### config.mk
export PLATFORM = sky130hd
export DESIGN_NAME = nonce_scanner
export DESIGN_NICKNAME = d
export VERILOG_FILES = /design/src/rtl/nonce_scanner.sv
export SDC_FILE = /design/constraint.sdc
export NUM_CORES = 2
export LEC_CHECK = 0
export ABC_CLOCK_PERIOD_IN_PS = 5500
export CORE_MARGIN = 4
export CORE_UTILIZATION = 30
export DETAILED_ROUTE_END_ITERATION = 12
export GPL_TIMING_DRIVEN = 0
export PLACE_DENSITY = 0.62
export SLEW_MARGIN = 20
export SYNTH_ARGS = -nofsm -noshare
export SYNTH_HDL_FRONTEND = slang
export SYNTH_SLANG_ARGS = --single-unit
export TNS_END_PERCENT = 20
### constraint.sdc
create_clock -name clk -period 5.5 [get_ports clk]
set_clock_uncertainty 0.05 [all_clocks]
set_input_delay 1.65 -clock clk [delete_from_list [all_inputs] [get_ports clk]]
set_output_delay 1.65 -clock clk [all_outputs]
set_load 0.02 [all_outputs]
### src/rtl/nonce_scanner.sv
// Mining-loop controller: streams a nonce-patched message block into the SHA-256
// accelerator, collects the 8 result words and sweeps nonces until hash < target.
module nonce_scanner #(
    parameter int NONCE_WORD = 3,
    parameter int TIMEOUT    = 4096
) (
    input  logic         clk,
    input  logic         reset,
    input  logic         go,
    input  logic         abort,
    input  logic [511:0] msg_tmpl,
    input  logic [255:0] target,
    input  logic [31:0]  nonce_start,
    input  logic [31:0]  nonce_end,
    output logic         acc_cs,
    output logic         acc_write,
    output logic [4:0]   acc_address,
    output logic [31:0]  acc_writedata,
    input  logic [31:0]  acc_data,
    input  logic [3:0]   acc_waddr,
    output logic         busy,
    output logic         done,
    output logic         found,
    output logic [31:0]  golden_nonce,
    output logic [255:0] hash_out,
    output logic         timeout_err,
    output logic [2:0]   dbg_state
);

    // Handshake: go is a one-cycle request taken only in IDLE with abort low; done is a
    // one-cycle response, and found/golden_nonce/hash_out hold from then until the next taken go.
    typedef enum logic [2:0] {
        S_IDLE  = 3'd0,
        S_LOAD  = 3'd1,
        S_START = 3'd2,
        S_WAIT  = 3'd3,
        S_CMP   = 3'd4,
        S_DRAIN = 3'd5
    } state_t;

    localparam int TW = $clog2(TIMEOUT + 1);
    localparam logic [TW-1:0] TLAST = TW'(TIMEOUT - 1);

    state_t         r_state;
    logic [511:0]   r_tmpl;
    logic [255:0]   r_target;
    logic [255:0]   r_hash;
    logic [31:0]    r_nonce;
    logic [31:0]    r_nonce_end;
    logic [7:0]     r_mask;
    logic [TW-1:0]  r_tcnt;
    logic           r_miss;

    logic           w_cap;
    logic [7:0]     w_mask_nxt;
    logic           w_full;
    logic           w_tmo;
    logic           w_hit;
    logic           w_last;
    logic [31:0]    w_nonce_inc;

    function automatic logic [31:0] blk_word(input logic [511:0] tmpl, input logic [3:0] idx,
                                             input logic [31:0] nonce);
        if (idx == 4'(NONCE_WORD)) return nonce;
        return tmpl[{idx, 5'd0} +: 32];
    endfunction

    assign w_cap       = ~acc_waddr[3];
    assign w_mask_nxt  = r_mask | (w_cap ? (8'h01 << acc_waddr[2:0]) : 8'h00);
    assign w_full      = (w_mask_nxt == 8'hFF);
    assign w_tmo       = (r_tcnt >= TLAST);
    // A timed-out attempt holds an incomplete hash, so it can never count as a hit.
    assign w_hit       = ~r_miss && (r_hash < r_target);
    assign w_last      = (r_nonce == r_nonce_end);
    assign w_nonce_inc = r_nonce + 32'd1;
    assign dbg_state   = r_state;

    always_ff @(posedge clk or negedge reset) begin
        if (!reset) begin
            r_state       <= S_IDLE;
            r_tmpl        <= '0;
            r_target      <= '0;
            r_hash        <= '0;
            r_nonce       <= '0;
            r_nonce_end   <= '0;
            r_mask        <= '0;
            r_tcnt        <= '0;
            r_miss        <= 1'b0;
            acc_cs        <= 1'b0;
            acc_write     <= 1'b0;
            acc_address   <= '0;
            acc_writedata <= '0;
            busy          <= 1'b0;
            done          <= 1'b0;
            found         <= 1'b0;
            golden_nonce  <= '0;
            hash_out      <= '0;
            timeout_err   <= 1'b0;
        end else begin
            done <= 1'b0;
            if ((r_state == S_WAIT || r_state == S_DRAIN) && w_cap) begin
                r_hash[{acc_waddr[2:0], 5'd0} +: 32] <= acc_data;
                r_mask <= w_mask_nxt;
            end
            case (r_state)
                S_IDLE: begin
                    if (go && !abort) begin
                        r_state       <= S_LOAD;
                        r_tmpl        <= msg_tmpl;
                        r_target      <= target;
                        r_nonce_end   <= nonce_end;
                        r_nonce       <= nonce_start;
                        busy          <= 1'b1;
                        found         <= 1'b0;
                        timeout_err   <= 1'b0;
                        acc_cs        <= 1'b1;
                        acc_write     <= 1'b1;
                        acc_address   <= 5'd0;
                        acc_writedata <= blk_word(msg_tmpl, 4'd0, nonce_start);
                    end
                end
                S_LOAD: begin
                    if (abort) begin
                        r_state       <= S_IDLE;
                        busy          <= 1'b0;
                        acc_cs        <= 1'b0;
                        acc_write     <= 1'b0;
                        acc_address   <= '0;
                        acc_writedata <= '0;
                    end else if (acc_address == 5'd15) begin
                        r_state       <= S_START;
                        acc_address   <= 5'd16;
                        acc_writedata <= 32'hFFFF_FFFF;
                    end else begin
                        acc_address   <= acc_address + 5'd1;
                        acc_writedata <= blk_word(r_tmpl, acc_address[3:0] + 4'd1, r_nonce);
                    end
                end
                S_START: begin
                    acc_cs        <= 1'b0;
                    acc_write     <= 1'b0;
                    acc_address   <= '0;
                    acc_writedata <= '0;
                    if (abort) begin
                        r_state <= S_IDLE;
                        busy    <= 1'b0;
                    end else begin
                        r_state <= S_WAIT;
                        r_mask  <= '0;
                        r_tcnt  <= '0;
                        r_miss  <= 1'b0;
                    end
                end
                S_WAIT: begin
                    r_tcnt <= r_tcnt + TW'(1);
                    if (abort) begin
                        r_state <= S_DRAIN;
                    end else if (w_full) begin
                        r_state <= S_CMP;
                    end else if (w_tmo) begin
                        timeout_err <= 1'b1;
                        r_miss      <= 1'b1;
                        r_state     <= S_CMP;
                    end
                end
                S_CMP: begin
                    hash_out     <= r_hash;
                    golden_nonce <= r_nonce;
                    if (w_hit || w_last) begin
                        found   <= w_hit;
                        done    <= 1'b1;
                        busy    <= 1'b0;
                        r_state <= S_IDLE;
                    end else begin
                        r_nonce       <= w_nonce_inc;
                        r_state       <= S_LOAD;
                        acc_cs        <= 1'b1;
                        acc_write     <= 1'b1;
                        acc_address   <= 5'd0;
                        acc_writedata <= blk_word(r_tmpl, 4'd0, w_nonce_inc);
                    end
                end
                S_DRAIN: begin
                    // Let the accelerator finish its result burst so the next sweep starts clean.
                    r_tcnt <= r_tcnt + TW'(1);
                    if (w_full || w_tmo) begin
                        r_state <= S_IDLE;
                        busy    <= 1'b0;
                        if (!w_full) timeout_err <= 1'b1;
                    end
                end
                default: r_state <= S_IDLE;
            endcase
        end
    end

endmodule

### After elaboration in Yosys (flattened, before gate mapping)

Cells that the tools add are included.

| storage, ports and cells | value |
|---|---|
| register bits after elaboration | 1443 |
| word-level logic and storage cells | 136 |
| bits of input ports | 872 |

| operators by class | value |
|---|---|
| bitwise operators | 3 |
| $lt $le $gt $ge | 2 |
| $add $sub $neg | 5 |
| reductions and logical operators | 26 |
| muxes and demuxes | 56 |
| eq/ne operators | 22 |
| shifts and indexed selects | 4 |

Operators with widths:

| cell | number |
|---|---|
| variable part select 512 x 10 -> 32 bit | 1 |
| bitwise mux 256 bit | 1 |
| < comparator 256 bit | 1 |
| 2-to-1 mux 32 bit | 8 |
| variable shift 32 x 10 -> 256 bit (first input constant) | 1 |
| variable part select 32 x 10 -> 256 bit | 1 |
| case mux 32 bit (4 select lines) | 1 |
| case mux 32 bit (2 select lines) | 1 |
| adder 32 x 1 -> 32 bit (second input constant) | 1 |
| == test 32 bit | 1 |
| 2-to-1 mux 8 bit | 4 |
| case mux 13 bit (2 select lines) | 1 |
| 2-to-1 mux 3 bit | 7 |
| 2-to-1 mux 1 bit | 20 |
| 2-to-1 mux 5 bit | 4 |
| case mux 5 bit (4 select lines) | 1 |
| inequality test 2 bit (second input constant) | 9 |
| case mux 3 bit (6 select lines) | 1 |
| adder 13 x 1 -> 13 bit (second input constant) | 1 |
| greater-or-equal comparator 13 x 12 -> 1 bit (second input constant) | 1 |
| 2-to-1 mux 13 bit | 1 |
| negator 8 -> 10 bit | 1 |
| AND reduction 5 bit | 2 |
| AND reduction 3 bit | 3 |
| 29 further kinds | 45 |

### Depth between registers and ports, before layout

| logic depth | value |
|---|---|
| depth in word-level cells | 10 |
| mapped depth | 14 |
| mapped depth without buffers | 13 |

### Least setup slack after synthesis

OpenSTA, ideal clock, no wires.

| timing path | value |
|---|---|
| path kind | register to register |
| start point | reg acc_address[0] |
| end point | reg acc_writedata[15] |
| setup slack | 1.235 ns |
| period minus slack after synthesis | 4.265 ns |
| cell stages (with the launch flop) | 15 |
| library setup time | 0.125 ns |
| arrival | 4.090 ns |
| data required time | 5.325 ns |
| cell sequence | dfrtp_1 > clkbuf_1 > buf_2 > buf_4 > buf_2 > inv_1 > ha_1 > clkbuf_1 > clkbuf_1 > clkbuf_1 > mux4_2 > mux4_2 > o21ai_0 > nand2_1 > mux2_4 |

| on the way | value |
|---|---|
| longest elaborated chain between the ends | 10 |
| elaborated cells on any way between the ends | 12 |
| classes of those cells | add/sub: 1; eq/ne: 2; shift: 1; mux: 8 |

Ends and longest elaborated chain:

| item | RTL line | text |
|---|---|---|
| from (decl) | 17 | `output logic [4:0] acc_address,` |
| from (signal assigned) | 135 | `acc_address <= acc_address + 5'd1;` |
| branches (longest 7 deep; another with adder 4 x 1 -> 4 bit) | - |  |
| 2-to-1 mux 32 bit * | 130 | `end else if (acc_address == 5'd15) begin` |
| 2-to-1 mux 32 bit * | 123 | `if (abort) begin` |
| case mux 32 bit (4 select lines) * | 105 | `case (r_state)` |
| to (signal assigned) | 119 | `acc_writedata <= blk_word(msg_tmpl, 4'd0, nonce_start);` |
| to (signal assigned) | 136 | `acc_writedata <= blk_word(r_tmpl, acc_address[3:0] + 4'd1, r_nonce);` |
| to (signal assigned) | 180 | `acc_writedata <= blk_word(r_tmpl, 4'd0, w_nonce_inc);` |
| to (decl) | 18 | `output logic [31:0] acc_writedata,` |

Every way passes the cells marked *. The select of a mux whose other input is x is not followed.
A chain may end at the register's enable or synchronous reset.

### Worst setup path after layout

| timing path | value |
|---|---|
| start point | reg acc_address[0] |
| end point | reg acc_writedata[8] |

The elaborated chain is that of the path after synthesis.

==> impl_results.rst <==
.. list-table::
   :header-rows: 1

   * - Metric
     - Value
   * - Fmax achieved
     - 185 MHz
   * - Cell type with the highest aggregate area in the netlist
     - dfrtp_1
   * - Actual transition at the worst max-transition pin
     - 1.28 ns
   * - Number of global-route vias before repair
     - 59100
   * - Net Count, Synth
     - 8119
   * - Post-synthesis cell type count
     - 69
   * - Synth Area per Inst
     - 9.45 µm²
   * - Post-placement cell area
     - 0.0820 mm²
   * - Post-Place Setup Slack
     - -1.58 ns
   * - Critical path cell sequence
     - clkbuf_1 -> buf_4 -> buf_4 -> buf_4 -> inv_1 -> ha_1 -> clkbuf_4 -> clkbuf_4 -> clkbuf_2 -> mux4_2 -> mux4_2 -> o21ai_1 -> nand2_1 -> mux2_2
   * - Signed area change from the synthesized netlist to the final layout
     - 32.7%
   * - Global-route total usage across every layer
     - 28.3%
   * - Uppermost layer routed
     - met5
   * - Inserted Clock Buffers
     - 164
   * - Worst-skew pair later-pin latency
     - 0.83 ns
   * - Post-CTS setup-driven buffer insertion count
     - 0
   * - Worst path arrival time
     - 6.08 ns
   * - Area of the mapped netlist
     - 0.0660 mm²
   * - Final WL
     - 331000 µm
   * - Antenna-violating nets left
     - 0
   * - Root Driver
     - clkbuf_16
   * - Predominant post-synthesis flop cell
     - dfrtp_1
   * - Number of warnings issued by yosys
     - 0
   * - Final instance area
     - 0.0875 mm²
   * - Cell Rows
     - 171
   * - Final Critical Period
     - 5.41 ns
   * - Cell with the most instances after synthesis
     - nand2_1
   * - Largest net degree at the start of global routing
     - 139
   * - Element type at the critical path start
     - flop
   * - Routed len/inst
     - 29.1 µm
   * - Top-level port count
     - 1206
   * - Critical path's most frequent cell
     - buf_4
   * - Clock transition at the registers of the reported paths
     - 0.07 ns
   * - Area fraction of the dominant cell type after synthesis
     - 54.7%
   * - Number of buffers added to fix hold violations after cts
     - 0
   * - Placeable core region
     - 0.218 mm²
   * - Setup Crit Path Kind
     - flop to flop
   * - Required arrival time at the worst endpoint
     - 6.17 ns
   * - Residual DRC
     - 0
   * - Initial Utilization
     - 30.3%
   * - Number of buffer and inverter stages on the critical path
     - 8
   * - Overall die height
     - 477 µm
   * - Layout fillers
     - 21600
   * - Delay of the slowest cell on the worst path
     - 0.50 ns
   * - Setup repair after global routing missed its margin
     - true
   * - Result of the run
     - finished, final reports clean
   * - Kind of path behind the tightest hold check
     - flop to flop
   * - Ranking of synthesized cells by instance count
     - 3117 x nand2_1, 1443 x dfrtp_1, 494 x o21ai_0
   * - Overall power
     - 49.3 mW
   * - Max-cap violation count
     - 0
   * - Die area
     - 0.228 mm²
   * - Sequential area share after synthesis
     - 54.7%
   * - Slack of the critical path
     - 0.0925 ns
   * - Count of flip-flops with a built-in enable after synthesis
     - 0
   * - Share of cells above drive strength 1
     - 7.98%
   * - Met2 Routed Length
     - 162000 µm
   * - Number of nets in the final layout
     - 9504
   * - Deepest clock path buffer count
     - 3
   * - PortBufs
     - 1205
   * - Largest driver fanout on the critical path
     - 10
   * - Final period utilization
     - 98.3%
   * - 1st-iter DRT viols
     - 5236
   * - Total length of routed met3 wires
     - 24600 µm
   * - Synthesized instance count
     - 6981
   * - Synthesized flop and latch total
     - 1443
   * - Largest cells by area after synthesis
     - dfrtp_1 55%, nand2_1 18%, mux4_2 5.5%
   * - Pre-Repair DR Iteration Count
     - 6
   * - Max IR drop VDD
     - 0.362 mV
   * - Final setup fails
     - 0
   * - Sum of net half-perimeters after detailed placement
     - 272000 µm
   * - Leftover overflow at the end of global routing
     - 0
   * - CTS tree
     - yes
   * - Horizontal die dimension
     - 477 µm
   * - Largest delay share family, worst path
     - buffers and inverters
   * - Wire length of the first global-routing pass
     - 454000 µm
   * - H-tree levels
     - 4
   * - CP max stage cell
     - mux4_2
   * - Fraction of registers with async set or reset after synthesis
     - 100%
   * - Normalized max-slew margin
     - 14.6%
   * - Metal1 wirelength
     - 115000 µm
   * - Via-per-instance ratio
     - 5.10
   * - Slew Viols, Final
     - 0
   * - Final number of hold-violating endpoints
     - 0
   * - Number of sinks driven by the clock tree
     - 1443
   * - Total power density per cell area
     - 563 mW/mm²
   * - Count of vias placed by the detailed router
     - 58000
   * - Placer's final routability congestion estimate
     - 1.02
   * - Antenna violations before repair
     - 101
   * - Leakage
     - 42.1 nW
   * - Critical path endpoint category
     - flop
## cell usage in the layout, fill, tap and decap left out, drive strengths merged, types with 17 or more instances in the layout
| cell | Yosys | layout |
|---|---|---|
| diode | 0 | 43 |
| nand4 | 54 | 54 |
| nand2 | 3118 | 3118 |
| xnor2 | 35 | 35 |
| a21oi | 130 | 130 |
| mux4 | 160 | 160 |
| inv | 282 | 291 |
| nor3 | 29 | 29 |
| nand3 | 47 | 47 |
| a21o | 21 | 21 |
| o21ai | 498 | 498 |
| a22oi | 42 | 42 |
| buf | 40 | 57 |
| clkinv | 0 | 24 |
| clkdlybuf4s50 | 0 | 1202 |
| ha | 266 | 266 |
| nand3b | 17 | 17 |
| nor2 | 72 | 72 |
| mux2 | 185 | 185 |
| dfrtp | 1443 | 1443 |
| clkbuf | 346 | 582 |
## per-layer routing
metal / vias up / track usage [%]
met3: 749 / 6.72
met5: - / 0
met4: 24 / 21.5
met1: 28800 / 30.4
met2: 2768 / 48.3
li1: 25600 / -
## what timing repair did
action,4_1_cts,5_1_grt
resized for setup,14,4
endpoints found under the hold margin,0,0
endpoints found under the setup margin,32,3
## logic make-up after synthesis
kind of cell	Yosys count	synth area share [%]
buffers and inverters	668	3.90
flip-flops	1443	54.7
AO/OA/AOI/OAI	808	6.90
XOR/XNOR	44	0.584
multiplexers	346	8.72
adder cells (fa/ha/maj)	266	5.04
AND/OR/NAND/NOR	3406	20.1
## worst register-to-register path: cells and delay by family, from the launching register on
family          cells  cell delay (ns)
buf+inv             8             2.54
mux                 3             1.31
compound gates      1             0.48
flops               1             0.39
fa+ha+maj           1             0.38
simple gates        1             0.17
## worst paths after layout
path	start	endpoint	slack, ns	cells past startpoint
worst max-delay path	acc_address[0]	acc_writedata[8]	0.09	14
max in group asynchronous	reset	r_tmpl[496]	1.46	6
worst min register to register	r_tmpl[133]	r_tmpl[133]	0.42	2
worst min-delay path	r_tmpl[133]	r_tmpl[133]	0.42	2
worst max register to register	acc_address[0]	acc_writedata[8]	0.09	14
min in group asynchronous	reset	hash_out[213]	0.67	1
## cell type report
class / instances / area (µm²) / area share (%)
inverters: 282 / 1060 / 1.21
clock inverters: 46 / 624 / 0.713
clock buffers: 236 / 4740 / 5.41
well taps: 2854 / 3570 / 4.08
plain buffers: 386 / 1560 / 1.78
repair buffers: 1219 / 12400 / 14.2
diodes: 43 / 108 / 0.123
flip-flops and latches: 1443 / 36100 / 41.3
multi-input cells: 4870 / 27300 / 31.2
## through the flow
step	utilization [%]	hold slack [ns]	instances	setup TNS (ns)
finish	40.2	0.420	11400	0
detailed placement	37.6	0.410	11100	-50.25
CTS	40.1	0.424	11300	0
global route	40.1	0.433	11400	-0.0503
global placement	37.4	0.403	11000	-
floorplan	-	0.390	6981	0
## state kept, by name, summed over array words and instances (netlist names)
name           count
acc_write          1
r_tcnt            13
acc_writedata     32
r_nonce_end       32
busy               1
timeout_err        1
hash_out         256
dbg_state          3
r_target         256
found              1
done               1
golden_nonce      32
acc_address        5
r_hash           256
r_nonce           32
r_miss             1
r_mask             8
r_tmpl           512
## power by group
| part | internal [mW] | switching [mW] | leakage, nW |
|---|---|---|---|
| Clock | 6.30 | 4.76 | 2.61 |
| Sequential | 14.8 | 3.05 | 18.7 |
| Combinational | 8.01 | 12.3 | 20.7 |
(Power assumes the default switching activity.)
